--- src/rtl/muldiv_unit_pkg.sv ---
// Shared CPU package: ALU control and mul/div encodings.
// Latencies of the HI/LO unit live here too.
package muldiv_unit_pkg;

  typedef enum logic [3:0] {
    ALU_ADD,
    ALU_SUB,
    ALU_AND,
    ALU_OR,
    ALU_XOR,
    ALU_NOR,
    ALU_SLT,
    ALU_SLTU,
    ALU_SLL,
    ALU_SRL,
    ALU_SRA,
    ALU_LUI
  } alu_ctrl_e;

  typedef enum logic [1:0] {
    OP_MULT  = 2'b00,
    OP_MULTU = 2'b01,
    OP_DIV   = 2'b10,
    OP_DIVU  = 2'b11
  } op_e;

  typedef enum logic {
    IDLE,
    RUN
  } md_state_e;

  localparam int MUL_LAT_DEF = 5;
  localparam int DIV_LAT_FIX = 33;
  localparam int CNT_W       = 6;

  function automatic logic is_div(input op_e op);
    return op[1];
  endfunction

  function automatic logic is_signed(input op_e op);
    return !op[0];
  endfunction

endpackage

--- src/rtl/muldiv_unit_if.sv ---
// Request/response bundle between the pipeline and
// the HI/LO unit.
interface muldiv_unit_if;
  import muldiv_unit_pkg::*;

  logic        start;
  op_e         op;
  logic [31:0] a;
  logic [31:0] b;
  logic        mthi;
  logic        mtlo;
  logic        cancel;
  logic        busy;
  logic [31:0] hi;
  logic [31:0] lo;

  modport master (
    output start, op, a, b,
    output mthi, mtlo, cancel,
    input  busy, hi, lo
  );

  modport slave (
    input  start, op, a, b,
    input  mthi, mtlo, cancel,
    output busy, hi, lo
  );

endinterface

--- src/rtl/muldiv_unit_div_iter.sv ---
// Restoring divider datapath on unsigned magnitudes.
// Exposes the post-step values so the last step can be written directly.
module div_iter (
  input  logic        clk,
  input  logic        rst_n,
  input  logic        init,
  input  logic        step,
  input  logic [31:0] dividend,
  input  logic [31:0] divisor,
  output logic [31:0] quo_next,
  output logic [31:0] rem_next
);

  logic [31:0] rem_q;
  logic [31:0] quo_q;
  logic [32:0] shifted;
  logic        ge;

  // One restoring step: shift in next dividend bit, subtract if it fits
  always_comb begin
    shifted  = {rem_q, quo_q[31]};
    ge       = shifted >= {1'b0, divisor};
    rem_next = ge ? 32'(shifted - {1'b0, divisor})
                  : shifted[31:0];
    quo_next = {quo_q[30:0], ge};
  end

  // Remainder/quotient shift registers
  always_ff @(posedge clk) begin
    if (!rst_n) begin
      rem_q <= '0;
      quo_q <= '0;
    end else if (init) begin
      rem_q <= '0;
      quo_q <= dividend;
    end else if (step) begin
      rem_q <= rem_next;
      quo_q <= quo_next;
    end
  end

endmodule

--- src/rtl/muldiv_unit.sv ---
// HI/LO multiply/divide unit with IDLE/RUN control.
// Multiply is computed at the write edge; divide iterates in div_iter.
module muldiv_unit
  import muldiv_unit_pkg::*;
#(
  parameter int MUL_LAT = MUL_LAT_DEF
) (
  input logic          clk,
  input logic          rst_n,
  muldiv_unit_if.slave bus
);

  localparam int DIV_LAT = DIV_LAT_FIX;
  localparam logic [CNT_W-1:0] MUL_LD = CNT_W'(MUL_LAT - 1);
  localparam logic [CNT_W-1:0] DIV_LD = CNT_W'(DIV_LAT - 1);

  md_state_e        state;
  logic [CNT_W-1:0] cnt;
  op_e              op_q;
  logic [31:0]      a_q;
  logic [31:0]      b_q;
  logic [31:0]      hi_q;
  logic [31:0]      lo_q;
  logic             busy_q;

  logic        sgn;
  logic        a_neg;
  logic        b_neg;
  logic [31:0] a_mag;
  logic [31:0] b_mag;
  logic [63:0] ext_a;
  logic [63:0] ext_b;
  logic [63:0] prod;
  logic [31:0] quo_next;
  logic [31:0] rem_next;
  logic [31:0] res_hi;
  logic [31:0] res_lo;
  logic        div_run;
  logic        div_init;
  logic        div_step;

  assign bus.busy = busy_q;
  assign bus.hi   = hi_q;
  assign bus.lo   = lo_q;

  assign div_run  = (state == RUN) && is_div(op_q);
  assign div_init = div_run && (cnt == DIV_LD);
  assign div_step = div_run && (cnt < DIV_LD);

  div_iter u_div_iter (
    .clk      (clk),
    .rst_n    (rst_n),
    .init     (div_init),
    .step     (div_step),
    .dividend (a_mag),
    .divisor  (b_mag),
    .quo_next (quo_next),
    .rem_next (rem_next)
  );

  // Operand magnitudes, product and sign-fixed final result
  always_comb begin
    sgn   = is_signed(op_q);
    a_neg = sgn & a_q[31];
    b_neg = sgn & b_q[31];
    a_mag = a_neg ? -a_q : a_q;
    b_mag = b_neg ? -b_q : b_q;
    ext_a = {{32{a_neg}}, a_q};
    ext_b = {{32{b_neg}}, b_q};
    prod  = ext_a * ext_b;
    if (!is_div(op_q)) begin
      res_hi = prod[63:32];
      res_lo = prod[31:0];
    end else if (b_q == '0) begin
      res_hi = a_q;
      res_lo = '1;
    end else begin
      res_hi = a_neg ? -rem_next : rem_next;
      res_lo = (a_neg ^ b_neg) ? -quo_next : quo_next;
    end
  end

  // Control FSM with registered busy and HI/LO
  always_ff @(posedge clk) begin
    if (!rst_n) begin
      state  <= IDLE;
      busy_q <= 1'b0;
      cnt    <= '0;
      hi_q   <= '0;
      lo_q   <= '0;
      op_q   <= OP_MULT;
      a_q    <= '0;
      b_q    <= '0;
    end else begin
      unique case (state)
        IDLE: begin
          if (bus.mthi) hi_q <= bus.a;
          if (bus.mtlo) lo_q <= bus.a;
          if (bus.start) begin
            op_q   <= bus.op;
            a_q    <= bus.a;
            b_q    <= bus.b;
            cnt    <= is_div(bus.op) ? DIV_LD : MUL_LD;
            state  <= RUN;
            busy_q <= 1'b1;
          end
        end
        RUN: begin
          if (bus.cancel) begin
            state  <= IDLE;
            busy_q <= 1'b0;
          end else if (cnt == '0) begin
            hi_q   <= res_hi;
            lo_q   <= res_lo;
            state  <= IDLE;
            busy_q <= 1'b0;
          end else begin
            cnt <= cnt - 1'b1;
          end
        end
        default: begin
          state  <= IDLE;
          busy_q <= 1'b0;
        end
      endcase
    end
  end

endmodule

--- src/flat_wrapper.sv ---
// flat-port wrapper written by rule: the top's interface ports become plain ports
module muldiv_unit_flat import muldiv_unit_pkg::*;
#(
  parameter int MUL_LAT = MUL_LAT_DEF
)
  (clk, rst_n, bus_start, bus_op, bus_a, bus_b, bus_mthi, bus_mtlo, bus_cancel, bus_busy, bus_hi, bus_lo);
  muldiv_unit_if bus_i ();
  input logic clk;
  input logic rst_n;
  input wire logic [$bits(bus_i.start)-1:0] bus_start;
  input wire logic [$bits(bus_i.op)-1:0] bus_op;
  input wire logic [$bits(bus_i.a)-1:0] bus_a;
  input wire logic [$bits(bus_i.b)-1:0] bus_b;
  input wire logic [$bits(bus_i.mthi)-1:0] bus_mthi;
  input wire logic [$bits(bus_i.mtlo)-1:0] bus_mtlo;
  input wire logic [$bits(bus_i.cancel)-1:0] bus_cancel;
  output wire logic [$bits(bus_i.busy)-1:0] bus_busy;
  output wire logic [$bits(bus_i.hi)-1:0] bus_hi;
  output wire logic [$bits(bus_i.lo)-1:0] bus_lo;
  assign bus_i.start = bus_start;
  assign bus_i.op = bus_op;
  assign bus_i.a = bus_a;
  assign bus_i.b = bus_b;
  assign bus_i.mthi = bus_mthi;
  assign bus_i.mtlo = bus_mtlo;
  assign bus_i.cancel = bus_cancel;
  assign bus_busy = bus_i.busy;
  assign bus_hi = bus_i.hi;
  assign bus_lo = bus_i.lo;
  muldiv_unit #(.MUL_LAT(MUL_LAT)) u_core (.clk(clk), .rst_n(rst_n), .bus(bus_i));
endmodule
--- config.mk ---
export PLATFORM = sky130hd
export DESIGN_NAME = muldiv_unit_flat
export DESIGN_NICKNAME = d
export VERILOG_FILES = /design/src/rtl/muldiv_unit_pkg.sv /design/src/rtl/muldiv_unit_if.sv /design/src/rtl/muldiv_unit_div_iter.sv /design/src/rtl/muldiv_unit.sv /design/src/flat_wrapper.sv
export SDC_FILE = /design/constraint.sdc
export NUM_CORES = 2
export LEC_CHECK = 0
export CORE_UTILIZATION = 65
export DETAILED_ROUTE_END_ITERATION = 10
export DONT_BUFFER_PORTS = 1
export GPL_TIMING_DRIVEN = 0
export PLACE_DENSITY = 0.79
export SETUP_SLACK_MARGIN = 0.5
export SLEW_MARGIN = 20
export SYNTH_ARGS = -nofsm -noshare
export SYNTH_HDL_FRONTEND = slang
export SYNTH_SLANG_ARGS = --single-unit
--- constraint.sdc ---
create_clock -name clk -period 9.8 [get_ports clk]
set_input_delay 1.96 -clock clk [delete_from_list [all_inputs] [get_ports clk]]
set_output_delay 1.96 -clock clk [all_outputs]
set_load 0.02 [all_outputs]
# Word level (Yosys, flattened, before mapping)
# Index checks and enable logic that the tools add are counted.
# word_totals
regBits	202
inputBits	72
# op_classes
n_reduce_logical	13
add_sub_neg	6
n_eq_ne	8
bitwise	5
muxes	32
mul	1
order_cmp	2
# op_table
operator	n
32-bit 2-to-1 mux	17
32-bit negation	4
32-bit one-hot mux with 2 select lines	2
33-bit by 33-bit multiplier with 64-bit output	1
33-bit by 32-bit greater-or-equal comparator with 1-bit output	1
32-bit zero test	1
32-bit subtractor	1
6-bit 2-to-1 mux	4
2-bit != test (second input constant)	6
6-bit one-hot mux with 2 select lines	1
3-bit AND reduction	3
6-bit == test (second input constant)	1
6-bit zero test	1
6-bit less-than comparator (second input constant)	1
1-bit 2-to-1 mux	6
6-bit by 1-bit subtractor with 6-bit output (second input constant)	1
1-bit one-hot mux with 2 select lines	2
2-bit AND reduction	2
1-bit logical AND	3
3-bit != test (second input constant)	1
1-bit bitwise AND	2
1-bit inverter	2
2-bit nonzero test	1
2-bit OR reduction	1
other kinds (2)	2

# Depth between registers and ports, before layout
# logic_depth
ltp_word	12
ltp_mapped	34

# Hierarchy
# A second synthesis with hierarchy kept.
# unflattened
cells_unflattened	6241
area_unflattened_um2	52710.6
# modules_own_cells
module	area_per_inst_um2	instances	cells_per_inst
muldiv_unit	47107.7	1	5524
div_iter	5602.9	1	717

# Worst setup path after synthesis
# No wires, ideal clock.
# synth_timing
path_kind	register -> register
startpoint	register u_core.a_q[31]
endpoint	register u_core.hi_q[31], in the netlist u_core.bus.hi[31]
stages_incl_launch_ff	33
n_path_buf	5
arrival_time_ps	8870
required_ps	9671
setup_slack_ps	801
path_cell_list	dfxtp_1 > clkbuf_1 > nor2b_1 > clkbuf_1 > clkbuf_1 > clkbuf_1 > nand2_1 > inv_1 > fa_1 > fa_1 > fa_1 > inv_1 > fa_1 > inv_1 > fa_1 > fa_1 > fa_1 > inv_1 > fa_1 > inv_1 > ha_1 > clkbuf_1 > a21o_1 > a21o_1 > a21o_1 > a21o_1 > a221oi_1 > a21bo_2 > a31o_2 > a311oi_2 > mux2_2 > o41ai_1 > a21oi_1
# synth_via
elab_chain_cells	7
word_cells_on_any_way	8
# synth_rtl
item	line_no	rtl
from (decl)	muldiv_unit.sv:20	logic [31:0] a_q;
from (signal assigned)	muldiv_unit.sv:101	a_q <= bus.a;
parallel branches: the longest is 3 deep, another holds 33-bit by 33-bit multiplier with 64-bit output	n/a	
32-bit 2-to-1 mux (*)	muldiv_unit.sv:71	if (!is_div(op_q)) begin
32-bit 2-to-1 mux (*)	muldiv_unit.sv:112	end else if (cnt == '0) begin
32-bit 2-to-1 mux (*)	muldiv_unit.sv:109	if (bus.cancel) begin
32-bit one-hot mux with 2 select lines (*)	muldiv_unit.sv:95	unique case (state)
to (signal assigned)	muldiv_unit.sv:97	if (bus.mthi) hi_q <= bus.a;
to (signal assigned)	muldiv_unit.sv:113	hi_q <= res_hi;
to (decl)	muldiv_unit.sv:22	logic [31:0] hi_q;
# Every way passes the cells marked *. The select of a mux whose other input is x is not followed.
# A chain may end at the register's enable or synchronous reset.

# Worst setup path in the final report
# layout_timing
startpoint	register u_core.b_q[13]
endpoint	register u_core.hi_q[29], in the netlist u_core.bus.hi[29]
# layout_via
elab_chain_cells	11
word_cells_on_any_way	14
# layout_rtl
item	line_no	rtl
from (decl)	muldiv_unit.sv:21	logic [31:0] b_q;
from (signal assigned)	muldiv_unit.sv:102	b_q <= bus.b;
32-bit negation	muldiv_unit.sv:67	b_mag = b_neg ? -b_q : b_q;
32-bit 2-to-1 mux	muldiv_unit.sv:67	
32-bit subtractor / 33-bit by 32-bit greater-or-equal comparator with 1-bit output (equally long branches)	muldiv_unit_div_iter.sv:23, muldiv_unit_div_iter.sv:22	
32-bit 2-to-1 mux	muldiv_unit_div_iter.sv:23	rem_next = ge ? 32'(shifted - {1'b0, divisor})
32-bit negation	muldiv_unit.sv:78	res_hi = a_neg ? -rem_next : rem_next;
32-bit 2-to-1 mux	muldiv_unit.sv:78	
32-bit 2-to-1 mux	muldiv_unit.sv:74	end else if (b_q == '0) begin
32-bit 2-to-1 mux (*)	muldiv_unit.sv:71	
32-bit 2-to-1 mux (*)	muldiv_unit.sv:112	
32-bit 2-to-1 mux (*)	muldiv_unit.sv:109	
32-bit one-hot mux with 2 select lines (*)	muldiv_unit.sv:95	
# Every way passes the cells marked *; elsewhere a longest branch is shown, timed or not. The select of a mux whose other input is x is not followed.

==> reports/qor.csv <==
stage,metric,value,unit
status,status,"complete, no violations",
sta,relSlewSlack,8.507,%
min_path,min-delay-start,u_core.u_div_iter.rem_q[30]$_SDFFE_PP0P_,
logic_synthesis,syn_area,0.05161,mm^2
routing,dr_wl_met2,87720,um
power_and_ir_drop,leakage,26.05,nW
place,io_buffers,0,
routing,vias,47960,
routing,wl_met3,36190,um
sta,setup_viol,0,
power_and_ir_drop,ir_worst_vdd,0.1096,mV
worst_setup_path,cpPeakStageDelay,0.75,ns
worst_setup_path,crit_path_end_kind,flop,
clock_tree,htreeDepth,1,
min_path,hold_class,reg -> reg,
routing,ant_nets,0,
worst_setup_path,cp.arrival,10.01,ns
die,die_h,283.8,um
routing,drt_iter0_drc,6643,
power_and_ir_drop,powerDensity,105.5,mW/mm^2
grt,track_usage,54.62,%
routing,viasPerCell,6.627,
routing,drcViolationCount,0,
place,place.gp.congestion,1.092,
cells_and_area,fin_area,0.05493,mm^2
logic_synthesis,ys_seq_area_share,7.835,%
cells_and_area,layout_commonest_cell,inv_1,
cells_and_area,layout_common_cells,"1121 x inv_1, 1109 x fa_1, 1028 x nand2_1",
power_and_ir_drop,post-layout-total-power,0.005795,W
logic_synthesis,synth-async-reset-ratio,0,%
place,place_area,0.05294,mm^2
die,io_pins,137,
logic_synthesis,synth-edff-count,0,
cells_and_area,fin_util,70.44,%
place,dp_slack,-1.921,ns
sta,maxSlewViolCount,0,
routing,wl_per_cell,30.38,um
clock_tree,cts_buffers,21,
place,placed_cells,7120,
grt,antenna_found_initial,43,
clock_tree,cts_tree,done,
worst_setup_path,critical_path.most_common_cell,fa_1,
cells_and_area,final_nets,7592,
sta,fmax,104.3,MHz
clock_tree,clock_path_buffers,3,
flow_run,cap_violations,0,
cells_and_area,syn_to_final_growth,6.422,%
clock_tree,cts_sinks,202,
grt,grt_pass1_wl,314900,um
routing,wl,219800,um
cells_and_area,layoutNonFillerInstCount,7237,
cells_and_area,drive_gt1_share,6.577,%
clock_tree,clkTransAtPathRegs,0.07,ns
sta,fin_skew,0.02043,ns
sta,hold_violations,0,
place,dpl.hpwl,177700,um
die,die_x,283.8,um
routing,wl_met1,73310,um
worst_setup_path,reg2reg_from,u_core.b_q[13]$_SDFFE_PN0P_,
grt,grt_max_degree,25,
sta,rsz0062_at_grt,yes,
logic_synthesis,avgSynthCellArea,8.490,um^2
logic_synthesis,yosys_most_used_dff,dfxtp_1,
logic_synthesis,ys_ff_latch,202,
clock_tree,ctsRootBufferMaster,clkbuf_16,
sta,period_share,97.80,%
worst_setup_path,critPathMaxFanout,7,
grt,grt_pass1_vias,47820,
worst_setup_path,critPathLaunch,u_core.b_q[13]$_SDFFE_PN0P_,
routing,firstDrtPassIters,8,
logic_synthesis,synth_warnings,0,
clock_tree,insertion_delay,0.55,ns
die,start_util,66.19,%
die,core_area,0.07798,mm^2
sta,setup_ws,0.2160,ns
sta,max_slew.worst_pin.slew,1.372,ns
die,die_area,0.08054,mm^2
grt,grt_overflow,0,
worst_setup_path,required,10.23,ns
logic_synthesis,netlist_instances,6079,
logic_synthesis,ys_types,95,
worst_setup_path,worst_path_max_delay_cell,nor2_1,
routing,top_layer,met5,
worst_setup_path,crit_type,reg -> reg,
sta,period_needed,9.584,ns
worst_setup_path,crit_path_start_kind,flop,
logic_synthesis,synthesis.nets,7526,
die,rows,102,
-- Yosys cell counts, types with 22 or more instances --
cell type / count / area share, %
xnor2_1: 128 / 2.2
clkbuf_1: 312 / 2.3
nand2_1: 1031 / 7.5
inv_1: 1134 / 8.2
a21oi_1: 257 / 2.5
and2_1: 371 / 4.5
nor3_1: 54 / 0.52
or3_1: 22 / 0.27
a211oi_1: 52 / 0.76
nand2b_1: 27 / 0.33
dfxtp_1: 202 / 7.8
o31ai_1: 23 / 0.33
xor2_1: 80 / 1.4
a21o_1: 61 / 0.89
buf_1: 71 / 0.52
o211ai_1: 33 / 0.48
ha_1: 249 / 6.0
a31oi_1: 32 / 0.39
o21ai_0: 113 / 1.1
mux2i_1: 27 / 0.52
a311oi_1: 34 / 0.58
nand3_1: 32 / 0.31
nor2_1: 302 / 2.2
fa_1: 1126 / 44
-- final cells by class --
class / count / area (um^2)
multi-input cells: 4332 / 42030
fillers: 6211 / 23050
inverters: 1135 / 4284
flip-flops and latches: 202 / 4051
plain buffers: 410 / 2042
well taps: 1040 / 1301
clock buffers: 28 / 571.8
repair buffers: 43 / 385.4
clock inverters: 8 / 168.9
diodes: 39 / 97.59
-- per-stage QoR --
stage | TNS, ns | hold WS, ns
3_5_place_dp | -29.82 | 0.4794
3_3_place_gp | -25.65 | 0.4718
4_1_cts | 0 | 0.4930
5_1_grt | 0 | 0.5130
2_1_floorplan | 0 | 0.4530
6_report | 0 | 0.5028
-- where the power goes --
part	leakage (nW)	internal (W)	switching (W)
Combinational	24.0	0.00131	0.00259
Sequential	1.66	0.000872	0.0000792
Clock	0.362	0.000542	0.000403
-- critical path: cells and delay by family (launching register included) --
kind / cells / cell delay [ns]
fa+ha+maj: 9 / 4.15
compound gates: 11 / 2.83
buf+inv: 6 / 1.05
simple gates: 1 / 0.75
mux: 1 / 0.34
flops: 1 / 0.31
-- per-layer routing --
metal / GRT usage, % / vias to the layer above
li1: - / 18720
met1: 68.16 / 23340
met2: 75.36 / 4534
met3: 22.20 / 1341
met4: 42.09 / 22
met5: 0 / -
-- state kept, by name (all words and copies together), names as in the netlist --
register,flops
u_core.u_div_iter.rem_q,32
u_core.bus.lo,32
u_core.bus.hi,32
u_core.b_q,32
u_core.state,1
u_core.bus.busy,1
u_core.a_q,32
u_core.cnt,6
u_core.op_q,2
u_core.u_div_iter.quo_q,32
-- timing repair --
action / in CTS / in global routing
pin swaps: 12 / 43
hold buffers: 0 / 0
setup buffers: 9 / 32
resized for setup: 204 / 227
setup endpoints to repair: 33 / 18
gates cloned: 0 / 1
-- path summary, 6_finish.rpt --
path / to / slack [ns] / depth (start not counted)
setup / recovery: u_core.bus.hi[29]$_SDFFE_PN0P_ / 0.22 / 28
setup reg to reg: u_core.bus.hi[29]$_SDFFE_PN0P_ / 0.22 / 28
hold / removal: u_core.u_div_iter.rem_q[30]$_SDFFE_PP0P_ / 0.50 / 2
hold reg to reg: u_core.u_div_iter.rem_q[30]$_SDFFE_PP0P_ / 0.50 / 2
-- logic make-up after synthesis --
kind of cell,Yosys count,synth area share [%]
multiplexers,32,0.6327
XOR/XNOR,208,3.530
AND/OR/NAND/NOR,1951,17.15
adder cells (fa/ha/maj),1375,49.71
flip-flops,202,7.835
AO/OA/AOI/OAI,766,9.816
buffers and inverters,1545,11.33
Note: power is estimated with default switching activity, not from simulation.
